$ cat config.mk
export PLATFORM = sky130hd
export DESIGN_NAME = sar_adc_ctrl
export DESIGN_NICKNAME = d
export VERILOG_FILES = /design/src/rtl/sar_pkg.sv /design/src/rtl/sync_2ff.sv /design/src/rtl/sar_adc_ctrl.sv
export SDC_FILE = /design/constraint.sdc
export NUM_CORES = 1
export LEC_CHECK = 0
export CAP_MARGIN = 20
export CELL_PAD_IN_SITES_DETAIL_PLACEMENT = 0
export CELL_PAD_IN_SITES_GLOBAL_PLACEMENT = 2
export CORE_ASPECT_RATIO = 1.2
export CORE_MARGIN = 2
export CORE_UTILIZATION = 30
export DETAILED_ROUTE_END_ITERATION = 7
export GPL_TIMING_DRIVEN = 0
export PLACE_DENSITY_LB_ADDON = 0.2
export SETUP_SLACK_MARGIN = 0.2
export SLEW_MARGIN = 30
export SYNTH_ARGS = -nofsm -noshare
export SYNTH_HDL_FRONTEND = slang
export SYNTH_SLANG_ARGS = --single-unit
$ cat constraint.sdc
create_clock -name clk -period 5 [get_ports clk]
set_input_delay 0.75 -clock clk [delete_from_list [all_inputs] [get_ports clk]]
set_output_delay 0.75 -clock clk [all_outputs]
set_load 0.005 [all_outputs]
$ cat src/rtl/sar_pkg.sv
// Shared types and constants for the SAR ADC controller.
package sar_pkg;

    typedef enum logic [1:0] {
        IDLE,
        SETTLE,
        DECIDE,
        DONE
    } sar_state_e;

    localparam int unsigned SAR_MIN_SETTLE     = 2;
    localparam int unsigned SAR_SETTLE_DEFAULT = 4;

    function automatic int unsigned sar_cnt_width(input int unsigned settle);
        return (settle > 2) ? $clog2(settle) : 1;
    endfunction

    typedef logic [$clog2(SAR_SETTLE_DEFAULT)-1:0] sar_settle_cnt_t;

endpackage

$ cat src/rtl/sync_2ff.sv
// Two-flop synchronizer for a single asynchronous level input.
module sync_2ff (
    input  logic clk,
    input  logic rst_n,
    input  logic d,
    output logic q
);

    logic meta_q;
    logic sync_q;

    always_ff @(posedge clk or negedge rst_n) begin
        if (!rst_n) begin
            meta_q <= 1'b0;
            sync_q <= 1'b0;
        end else begin
            meta_q <= d;
            sync_q <= meta_q;
        end
    end

    assign q = sync_q;

endmodule

$ cat src/rtl/sar_adc_ctrl.sv
// Successive-approximation controller driving the EPOT DAC tile and sampling
// its comparator; results leave over a valid/ready handshake.
module sar_adc_ctrl
    import sar_pkg::*;
#(
    parameter int unsigned WIDTH         = 8,
    parameter int unsigned SETTLE_CYCLES = 4
) (
    input  logic             clk,
    input  logic             rst_n,
    input  logic             start,
    input  logic             abort,
    output logic             ready,
    output logic [WIDTH-1:0] dac_code,
    output logic             dac_en,
    input  logic             cmp_in,
    output logic             out_valid,
    input  logic             out_ready,
    output logic [WIDTH-1:0] result
);

    localparam int unsigned IDX_W = (WIDTH > 1) ? $clog2(WIDTH) : 1;
    localparam int unsigned CNT_W = sar_cnt_width(SETTLE_CYCLES);

    typedef logic [CNT_W-1:0] cnt_t;

    if (SETTLE_CYCLES < SAR_MIN_SETTLE) begin : g_bad_settle
        $error("sar_adc_ctrl: SETTLE_CYCLES must be at least SAR_MIN_SETTLE");
    end

    sar_state_e       state_q, state_d;
    logic [WIDTH-1:0] code_q, code_d;
    logic [WIDTH-1:0] result_q, result_d;
    logic [IDX_W-1:0] idx_q, idx_d;
    logic [IDX_W-1:0] idx_dec;
    cnt_t             cnt_q, cnt_d;
    logic             cmp_sync;

    sync_2ff u_cmp_sync (
        .clk   (clk),
        .rst_n (rst_n),
        .d     (cmp_in),
        .q     (cmp_sync)
    );

    always_ff @(posedge clk or negedge rst_n) begin
        if (!rst_n) begin
            state_q  <= IDLE;
            code_q   <= '0;
            result_q <= '0;
            idx_q    <= '0;
            cnt_q    <= '0;
        end else begin
            state_q  <= state_d;
            code_q   <= code_d;
            result_q <= result_d;
            idx_q    <= idx_d;
            cnt_q    <= cnt_d;
        end
    end

    always_comb begin
        state_d  = state_q;
        code_d   = code_q;
        result_d = result_q;
        idx_d    = idx_q;
        cnt_d    = cnt_q;
        idx_dec  = idx_q - 1'b1;
        case (state_q)
            IDLE: begin
                if (start && !abort) begin
                    state_d            = SETTLE;
                    code_d             = '0;
                    code_d[WIDTH-1]    = 1'b1;
                    idx_d              = IDX_W'(WIDTH - 1);
                    cnt_d              = CNT_W'(SETTLE_CYCLES - 1);
                end
            end
            SETTLE: begin
                if (abort) begin
                    state_d = IDLE;
                    code_d  = '0;
                end else if (cnt_q == '0) begin
                    state_d = DECIDE;
                end else begin
                    cnt_d = cnt_q - 1'b1;
                end
            end
            DECIDE: begin
                if (abort) begin
                    state_d = IDLE;
                    code_d  = '0;
                end else begin
                    // Resolve the current trial bit, then either arm the next one or finish.
                    if (!cmp_sync) begin
                        code_d[idx_q] = 1'b0;
                    end
                    if (idx_q != '0) begin
                        code_d[idx_dec] = 1'b1;
                        idx_d           = idx_dec;
                        cnt_d           = CNT_W'(SETTLE_CYCLES - 1);
                        state_d         = SETTLE;
                    end else begin
                        result_d = code_d;
                        state_d  = DONE;
                    end
                end
            end
            DONE: begin
                if (out_ready) begin
                    state_d = IDLE;
                end
            end
            default: state_d = IDLE;
        endcase
    end

    always_comb begin
        ready     = (state_q == IDLE);
        dac_en    = (state_q == SETTLE) || (state_q == DECIDE);
        out_valid = (state_q == DONE);
        dac_code  = code_q;
        result    = result_q;
    end

endmodule

==> impl_metrics.env, run 1 <==
export IMPL_multi_input_area_sq_um=686.9
export IMPL_finalClockSkew_ps=1.920
export IMPL_ios=25
export IMPL_synth_flop_cell="dfrtp_1"
export IMPL_synth_seq_area_share_pct=45.41
export IMPL_reg2reg_from="idx_q[0]$_DFFE_PN0P_"
export IMPL_drtPass1Iterations=4
export IMPL_drtIter0Drc=33
export IMPL_clock_latency_ps=270
export IMPL_hold_ws_ps=368.2
export IMPL_worstHoldPathType="flip-flop to flip-flop"
export IMPL_setup_tns_ps=0
export IMPL_nets=181
export IMPL_die_h_microns=78.23
export IMPL_start_kind="flip-flop"
export IMPL_preCtsSetupSlack_ps=2612
export IMPL_final_min_clock_period_ps=2377
export IMPL_dieArea_sq_um=5152
export IMPL_area_growth_pct=25.16
export IMPL_synth_most_common_cell="dfrtp_1"
export IMPL_cts_root_buf="clkbuf_8"
export IMPL_drc=0
export IMPL_synth_area_sq_um=1378
export IMPL_yosys_area_top_type="dfrtp_1"
export IMPL_track_usage_pct=14.50
export IMPL_required_ps=4250
export IMPL_rsz0062_at_grt="false"
export IMPL_tritoncts="done"
export IMPL_synthMuxAreaShare_pct=2.271
export IMPL_rows=27
export IMPL_crit_start="state_q[0]$_DFFE_PN0P_"
export IMPL_maxSlewViolCount=0
export IMPL_drv_cap=0
export IMPL_crit_slowest_cell="clkdlybuf4s50_1"
export IMPL_drive_above_1_share_pct=9.581
export IMPL_clock_sinks=25
export IMPL_diodes=0
export IMPL_arrival_ps=1630
export IMPL_irDropWorstVdd_v=0.0001780
export IMPL_synth_top_family_by_area="compound AO/OA/AOI/OAI gates"
export IMPL_avgSynthCellArea_sq_um=9.840
export IMPL_yosys_top_cells_count="25 x dfrtp_1, 21 x o21ai_0, 19 x nand2_1, 9 x inv_1, 7 x ha_1"
export IMPL_htreeDepth=1
export IMPL_vias=1152
export IMPL_hold_start="u_cmp_sync.meta_q$_DFF_PN0_"
export IMPL_cts_resized=0
export IMPL_cts_setup_buffers=0
export IMPL_cts_buffer_depth=2
export IMPL_max_stage_delay_ps=520
export IMPL_cp_max_fo=4
export IMPL_worstPathCellList="inv_1 > ha_1 > clkdlybuf4s50_1"
export IMPL_syn_nets=153
export IMPL_hold_viol=0
export IMPL_synthSimpleGateAreaFrac_pct=16.98
export IMPL_synthAdderAreaFrac_pct=6.358
export IMPL_viasPerCell=5.120
export IMPL_synth_edf_count=0
export IMPL_period_share_pct=47.53
export IMPL_synth_compound_area_share_pct=24.25
export IMPL_max_freq_ghz=0.4208
export IMPL_max_slew_margin_pct=60.79
export IMPL_path_clk_slew_ps=90
export IMPL_finish_instance_area_sq_um=1724
export IMPL_grt_ovfl_total=0
export IMPL_fillers=458
export IMPL_grt_pass1_vias=1159
export IMPL_synth_warnings=0
export IMPL_grt_max_degree=26
export IMPL_placed_area_sq_um=1675
export IMPL_cp_num_buf_inv=2
export IMPL_synth_seq_cells=25
export IMPL_cts_buffers=3
export IMPL_synth_cell_types=37
export IMPL_crit_family="buffers and inverters"
export IMPL_seqCellArea_sq_um=625.6
export IMPL_synth_top_area_share_pct=45.41
export IMPL_holdPathStages=0
export IMPL_dp_hpwl_microns=2519
export IMPL_fin_ws_ps=2623
export IMPL_die_width_microns=65.86
export IMPL_start_util_pct=30.66
export IMPL_path_depth=3
export IMPL_p_leak_nw=0.7079
export IMPL_setup_worst_path_end_class="primary output"
export IMPL_ant_nets=0
export IMPL_worst_pin_slew_ps=588.2
export IMPL_ff2ff_path_depth=8
export IMPL_grt_pass1_wl_microns=5768
export IMPL_synthXorXnorAreaFrac_pct=0
export IMPL_powerDensity_nw_per_um2=385.2
export IMPL_worstSetupPathType="flip-flop to primary output"
export IMPL_core_sq_um=4493
export IMPL_synthArstFlopShare_pct=100.0
export IMPL_antenna_found_initial=0
export IMPL_finalWirelength_microns=3370
export IMPL_globalplace_congestion=0.7713
export IMPL_outcome="finished clean"
export IMPL_synthCells=140
export IMPL_portBuffers=23
export IMPL_p_total_w=0.0006641
export IMPL_setup_viol=0
export IMPL_ctsHoldBuffers=0
export IMPL_synth_area_top_cells="dfrtp_1 45%, o21ai_0 7.6%, ha_1 6.4%"
export IMPL_avgRoutedWirePerCell_microns=14.98
[cell families (layout without fill, tap and decap cells)]
| kind of cell | count (synthesis) | in the layout |
|---|---|---|
| AOI/OAI and AO/OA | 50 | 50 |
| adders and majority gates | 7 | 7 |
| buffers and inverters | 15 | 42 |
| DFF | 25 | 25 |
| muxes | 3 | 3 |
| and+or+nand+nor | 40 | 40 |
[path summary, 6_finish.rpt]
kind,slack (ps),to
hold / removal,370,u_cmp_sync.q$_DFF_PN0_
setup / recovery,2620,dac_en
max in group asynchronous,4150,u_cmp_sync.q$_DFF_PN0_
setup reg to reg,2630,result[4]$_DFFE_PN0P_
min in group asynchronous,460,idx_q[1]$_DFFE_PN0P_
hold reg to reg,370,u_cmp_sync.q$_DFF_PN0_
[power breakdown]
| part | total, W | leakage [nW] | internal [W] | switching (W) |
|---|---|---|---|---|
| registers | 0.000243 | 0.316 | 0.000225 | 0.0000182 |
| logic | 0.000294 | 0.370 | 0.000125 | 0.000169 |
| clock network | 0.000127 | 0.0217 | 0.0000566 | 0.0000700 |
| total | 0.000664 | 0.708 | 0.000407 | 0.000257 |
[area by class of cell]
type,instances,share of cell area (%)
plain buffers,6,1.814
clock buffers,3,2.395
clock inverters,1,0.4354
inverters,9,1.959
multi-input cells,100,39.84
flip-flops and latches,25,36.28
well taps,58,4.209
repair buffers,23,13.06
[per-stage QoR]
step | utilization (%) | std cells
floorplan | - | 140
global placement | 37.40 | 221
detailed placement | 37.29 | 221
CTS | 38.37 | 225
global route | 38.37 | 225
finish | 38.37 | 225
[registers in the layout, summed over array words and instances, names as in the netlist]
| signal | count |
|---|---|
| u_cmp_sync.q | 1 |
| state_q | 2 |
| result | 8 |
| idx_q | 3 |
| cnt_q | 2 |
| u_cmp_sync.meta_q | 1 |
| dac_code | 8 |
[metal layers]
metal  share of wire [%]  vias up  routed length [microns]  global-route usage [%]
met1                  44      563                     1466                   18.77
met5                   0        -                        0                       0
met3                 3.4        4                      114                   2.006
met2                  52       21                     1756                   25.05
li1                    -      564                        -                       -
met4                0.95        0                       32                   3.750
[cell usage in the layout, fill, tap and decap left out, drive strengths merged, types with 4 or more instances in the layout]
| master | netlist | final |
|---|---|---|
| a21oi | 6 | 6 |
| clkbuf | 4 | 7 |
| clkdlybuf4s50 | 0 | 22 |
| dfrtp | 25 | 25 |
| ha | 7 | 7 |
| inv | 9 | 9 |
| nand2 | 19 | 19 |
| nand2b | 5 | 5 |
| o21ai | 21 | 21 |
| o221ai | 6 | 6 |
| o31ai | 4 | 4 |
No activity file was read; power rests on OpenSTA's default activity.
==> inputs of run 2 (changes only) <==
==> constraint.sdc (replaced) <==
create_clock -name clk -period 2.4 [get_ports clk]
set_input_delay 0.36 -clock clk [delete_from_list [all_inputs] [get_ports clk]]
set_output_delay 0.36 -clock clk [all_outputs]
set_load 0.005 [all_outputs]
==> run 2 against run 1 <==
Effect of this change:
- sequential cell count unchanged
- routed wire length up 0.15%
- combinational power up 110%
- critical path depth unchanged
- sequential power up 110%
- critical endpoint unchanged
- global-route usage unchanged
- clock power up 110%
- sequential share of layout area down 0.29 points
- register-to-register slack worse by 2200 ps
- non-clock buffer count unchanged
- core utilization up 0.31 points
- worst hold slack worse by 290 ps
==> impl_metrics.env, run 2 (synthesized netlist as in run 1, its figures left out) <==
export IMPL_max_stage_delay_ps=520
export IMPL_utilization_pct=38.68
export IMPL_grt_busiest_layer="met2"
export IMPL_portBuffers=23
export IMPL_vias=1147
export IMPL_outcome="finished clean"
export IMPL_max_freq_ghz=0.5031
export IMPL_start_kind="flip-flop"
export IMPL_placed_area_sq_um=1675
export IMPL_p_total_w=0.001384
export IMPL_ctsHoldBuffers=0
export IMPL_p_int_w=0.0008501
export IMPL_stdcell_count=225
export IMPL_drtPass1Iterations=4
export IMPL_cp_num_buf_inv=2
export IMPL_grt_max_degree=26
export IMPL_cts_setup_buffers=0
export IMPL_share_comb_of_total_power_pct=44.3
export IMPL_drv_cap=0
export IMPL_die_width_microns=65.86
export IMPL_period_share_pct=82.81
export IMPL_ios=25
export IMPL_finish_instance_area_sq_um=1738
export IMPL_arrival_ps=1630
export IMPL_max_slew_margin_pct=60.70
export IMPL_rows=27
export IMPL_start_util_pct=30.66
export IMPL_drive_above_1_share_pct=11.38
export IMPL_worstSetupPathType="flip-flop to primary output"
export IMPL_ant_nets=0
export IMPL_grt_pass1_vias=1159
export IMPL_crit_family="buffers and inverters"
export IMPL_setup_tns_ps=0
export IMPL_track_usage_pct=14.50
export IMPL_clock_sinks=25
export IMPL_multi_input_area_sq_um=699.4
export IMPL_avgRoutedWirePerCell_microns=15.00
export IMPL_drtIter0Drc=33
export IMPL_setup_viol=0
export IMPL_grt_met2_usage_pct=25.05
export IMPL_diodes=0
export IMPL_globalplace_congestion=0.7713
export IMPL_path_clk_slew_ps=90
export IMPL_crit_slowest_cell="clkdlybuf4s50_1"
export IMPL_cts_buffer_depth=2
export IMPL_rsz0062_at_grt="false"
export IMPL_cp_max_fo=4
export IMPL_dieArea_sq_um=5152
export IMPL_swShare_pct=38.59
export IMPL_hold_viol=0
export IMPL_worst_pin_slew_ps=589.6
export IMPL_grt_pass1_wl_microns=5768
export IMPL_dp_hpwl_microns=2519
export IMPL_htreeDepth=1
export IMPL_cts_buffers=3
export IMPL_switching_power_w=0.0005343
export IMPL_cts_root_buf="clkbuf_8"
export IMPL_viasPerCell=5.098
export IMPL_use_met1_pct=18.77
export IMPL_powerDensity_nw_per_um2=796.6
export IMPL_p_seq_share_pct=36.7
export IMPL_tritoncts="done"
export IMPL_die_h_microns=78.23
export IMPL_worstPathCellList="inv_1 > ha_1 > clkdlybuf4s50_1"
export IMPL_final_min_clock_period_ps=1988
export IMPL_core_sq_um=4493
export IMPL_dp_cells=221
export IMPL_antenna_found_initial=0
export IMPL_area_growth_pct=26.16
export IMPL_maxSlewViolCount=0
export IMPL_worstHoldPathType="input pin to async pin"
export IMPL_required_ps=2040
export IMPL_grt_ovfl_total=0
export IMPL_use_met3_pct=2.006
export IMPL_clock_latency_ps=270
export IMPL_drc=0
export IMPL_irDropWorstVdd_v=0.0003698
export IMPL_seqCellArea_sq_um=625.6
export IMPL_finalClockSkew_ps=2.385
export IMPL_final_cell_mix="25 x dfrtp_1, 22 x clkdlybuf4s50_1, 21 x o21ai_0"
export IMPL_fillers=455
export IMPL_setup_worst_path_end_class="primary output"
export IMPL_nets=181
export IMPL_p_leak_nw=0.7104
export IMPL_clkPwrFrac_pct=19.0
export IMPL_layout_commonest_cell="dfrtp_1"
export IMPL_finalWirelength_microns=3375
## run 2: worst register-to-register path, delay by kind of cell, from the launching register on
| family | cells | cell delay, ps |
|---|---|---|
| buffers and inverters | 3 | 590 |
| AND/OR/NAND/NOR | 3 | 570 |
| adder cells (fa/ha/maj) | 1 | 200 |
| AO/OA/AOI/OAI | 1 | 90 |
| flip-flops | 1 | 370 |
## run 2: metrics by stage
stage / setup WS [ps] / hold slack (ps)
2_1_floorplan: 632.9 / 64.41
6_report: 412.5 / 74.74
5_1_grt: 240.2 / 114.2
3_3_place_gp: 41.49 / 335.0
3_5_place_dp: 12.06 / 347.2
4_1_cts: 234.0 / 101.5
## run 2: final cells by class
type                       count  area share (%)
multi-input combinational    100           40.24
sequential                    25           36.00
timing repair buffer          23           12.96
tap                           58           4.176
clock buffer                   3           2.376
inverter                       9           1.944
buffer                         6           1.872
clock inverter                 1          0.4320
## run 2: final timing paths
kind / startpoint / cells after the start / slack, ps / endpoint
worst max-delay path: state_q[0]$_DFFE_PN0P_ / 3 / 410 / dac_en
worst min-delay path: rst_n / 1 / 70 / idx_q[1]$_DFFE_PN0P_
worst max register to register: idx_q[0]$_DFFE_PN0P_ / 8 / 480 / result[4]$_DFFE_PN0P_
worst min register to register: u_cmp_sync.meta_q$_DFF_PN0_ / 0 / 370 / u_cmp_sync.q$_DFF_PN0_
max in group asynchronous: rst_n / 1 / 1930 / u_cmp_sync.q$_DFF_PN0_
min in group clk: abort / 2 / 320 / state_q[0]$_DFFE_PN0P_
## run 2: timing repair
| action | 4_1_cts | 5_1_grt |
|---|---|---|
| gates resized for setup | 2 | 3 |
| endpoints found under the hold margin | 0 | 0 |
| setup endpoints to repair | 7 | 9 |
## run 2: power groups by stage
stage | Combinational, W | Clock (W) | Sequential (W)
final | 0.000614 | 0.000263 | 0.000508
after global routing | 0.000690 | 0.000294 | 0.000515
after CTS | 0.000624 | 0.000271 | 0.000507
after detailed placement | 0.000619 | 0 | 0.000515
after global placement | 0.000618 | 0 | 0.000515
after floorplan | 0.000417 | 0 | 0.000507
## run 2: metal layers
| layer | share of wire, % | vias up |
|---|---|---|
| met4 | 1.1 | 0 |
| met2 | 51 | 24 |
| met5 | 0 | - |
| met3 | 3.9 | 4 |
| li1 | - | 561 |
| met1 | 44 | 558 |
==> inputs of run 3 (changes only) <==
--- a/config.mk
+++ b/config.mk
@@ -10,7 +10,7 @@
 export CELL_PAD_IN_SITES_GLOBAL_PLACEMENT = 2
 export CORE_ASPECT_RATIO = 1.2
 export CORE_MARGIN = 2
-export CORE_UTILIZATION = 30
+export CORE_UTILIZATION = 29
 export DETAILED_ROUTE_END_ITERATION = 7
 export GPL_TIMING_DRIVEN = 0
 export PLACE_DENSITY_LB_ADDON = 0.2
==> constraint.sdc (replaced) <==
create_clock -name clk -period 1.7 [get_ports clk]
set_input_delay 0.255 -clock clk [delete_from_list [all_inputs] [get_ports clk]]
set_output_delay 0.255 -clock clk [all_outputs]
set_load 0.005 [all_outputs]
==> run 3 against run 2 <==
Effect of this change:
- the flow now finishes with violations (setup timing)
- worst setup slack worse by 440 ps
- sequential cell count stayed put
- routed wire length increased by 11%
- sequential power rose by 43%
- final cell count increased by 9.8%
- via count rose by 9.5%
- sequential share of layout area is 7.1 points lower
- die area up 3.3%
- global-route usage increased by 1.1 points
==> impl_metrics.env, run 3 (synthesized netlist as in run 1, its figures left out) <==
export IMPL_path_clk_slew_ps=100
export IMPL_dieArea_sq_um=5320
export IMPL_cp_num_buf_inv=1
export IMPL_grt_met2_usage_pct=27.50
export IMPL_crit_slowest_cell="dfrtp_2"
export IMPL_core_sq_um=4594
export IMPL_final_min_clock_period_ps=1728
export IMPL_portBuffers=23
export IMPL_arrival_ps=1920
export IMPL_dp_hpwl_microns=2567
export IMPL_preCtsSetupSlack_ps=-128.5
export IMPL_start_util_pct=29.98
export IMPL_die_width_microns=66.92
export IMPL_setup_viol=6
export IMPL_start_kind="flip-flop"
export IMPL_worstPathCellList="buf_6 > ha_4 > nor4b_4 > nand3_4 > or2_4 > o31ai_2"
export IMPL_use_met3_pct=2.257
export IMPL_globalplace_congestion=0.8620
export IMPL_antenna_found_initial=0
export IMPL_worstSetupPathType="flip-flop to flip-flop"
export IMPL_final_cell_mix="22 x dfrtp_1, 19 x clkdlybuf4s50_1, 16 x buf_4"
export IMPL_clock_latency_ps=270
export IMPL_drc=0
export IMPL_crit_family="simple AND/OR/NAND/NOR gates"
export IMPL_failed_checks="setup timing"
export IMPL_grt_pass1_wl_microns=6348
export IMPL_max_slew_margin_pct=60.26
export IMPL_clock_sinks=25
export IMPL_outcome="finished, violations left"
export IMPL_powerDensity_nw_per_um2=1179
export IMPL_track_usage_pct=15.65
export IMPL_ios=25
export IMPL_finalWirelength_microns=3741
export IMPL_period_share_pct=101.6
export IMPL_vias=1256
export IMPL_worstHoldPathType="input pin to flip-flop"
export IMPL_setup_worst_path_end_class="flip-flop"
export IMPL_p_leak_nw=0.8932
export IMPL_diodes=0
export IMPL_drv_cap=0
export IMPL_grt_pass1_vias=1289
export IMPL_grt_busiest_layer="met2"
export IMPL_viasPerCell=5.085
export IMPL_max_freq_ghz=0.5788
export IMPL_worst_pin_slew_ps=596.1
export IMPL_drive_above_1_share_pct=42.86
export IMPL_grt_ovfl_total=0
export IMPL_use_met1_pct=20.25
export IMPL_maxSlewViolCount=0
export IMPL_fin_ws_ps=-27.64
export IMPL_layout_commonest_cell="dfrtp_1"
export IMPL_nets=203
export IMPL_grt_max_degree=26
export IMPL_max_stage_delay_ps=420
export IMPL_drtIter0Drc=22
export IMPL_cts_buffer_depth=2
export IMPL_cts_root_buf="clkbuf_8"
export IMPL_htreeDepth=1
export IMPL_irDropWorstVdd_v=0.0006286
export IMPL_rows=27
export IMPL_multi_input_area_sq_um=892.1
export IMPL_fillers=458
export IMPL_ant_nets=0
export IMPL_area_growth_pct=58.22
export IMPL_tritoncts="done"
export IMPL_cts_buffers=3
export IMPL_cp_max_fo=4
export IMPL_hold_viol=0
export IMPL_setup_tns_ps=-82.89
export IMPL_avgRoutedWirePerCell_microns=15.15
export IMPL_required_ps=1890
export IMPL_drtPass1Iterations=4
export IMPL_finalClockSkew_ps=3.818
export IMPL_die_h_microns=79.50
export IMPL_rsz0062_at_grt="true"
export IMPL_seqCellArea_sq_um=629.4
==> run 3: worst paths after layout <==
kind                       slack, ps  depth (start not counted)                        start                       to
min                              240                          2                        abort   state_q[1]$_DFFE_PN0P_
min reg2reg                      360                          0  u_cmp_sync.meta_q$_DFF_PN0_   u_cmp_sync.q$_DFF_PN0_
max                              -30                          6       state_q[0]$_DFFE_PN0P_  dac_code[3]$_DFFE_PN0P_
max in group asynchronous        770                          2                        rst_n   state_q[1]$_DFFE_PN0P_
min in group asynchronous        510                          2                        rst_n     idx_q[0]$_DFFE_PN0P_
max reg2reg                      -30                          6       state_q[0]$_DFFE_PN0P_  dac_code[3]$_DFFE_PN0P_
==> run 3: layer usage <==
| layer | vias to the layer above | part of all wire [%] |
|---|---|---|
| met4 | 0 | 0.48 |
| met5 | - | 0 |
| met3 | 2 | 2.6 |
| met2 | 23 | 53 |
| li1 | 606 | - |
| met1 | 625 | 44 |
==> run 3: area by class of cell <==
| cell class | count | area share [%] |
|---|---|---|
| Timing Repair Buffer | 45 | 19.58 |
| Buffer | 6 | 3.157 |
| Sequential cell | 25 | 28.87 |
| Tap cell | 58 | 3.330 |
| Clock inverter | 1 | 0.3444 |
| Clock buffer | 3 | 1.894 |
| Multi-Input combinational cell | 100 | 40.93 |
| Inverter | 9 | 1.894 |
==> run 3: timing repair <==
item,4_1_cts,5_1_grt
gates cloned,1,0
endpoints found under the hold margin,25,0
setup buffers,14,6
resized for setup,43,30
hold buffers,1,0
pin swaps,13,6
setup endpoints to repair,26,27
==> run 3: through the flow <==
| step | std cells | power [W] | util, % | hold WS (ps) | area [sq um] |
|---|---|---|---|---|---|
| after detailed placement | 221 | 0.001724 | 38.24 | 291.7 | 1757 |
| after global placement | 221 | 0.001723 | 38.34 | 333.1 | 1762 |
| after global routing | 247 | 0.002744 | 47.44 | 231.1 | 2180 |
| after floorplan | 140 | 0.001417 | - | -40.59 | 1459 |
| final | 247 | 0.002570 | 47.44 | 237.0 | 2180 |
| after CTS | 241 | 0.002404 | 44.96 | 227.6 | 2066 |
==> run 3: where the power goes <==
part / switching (W) / internal, W / leakage (nW)
registers: 0.0000579 / 0.000667 / 0.313
logic: 0.000705 / 0.000764 / 0.559
clock network: 0.000209 / 0.000166 / 0.0217
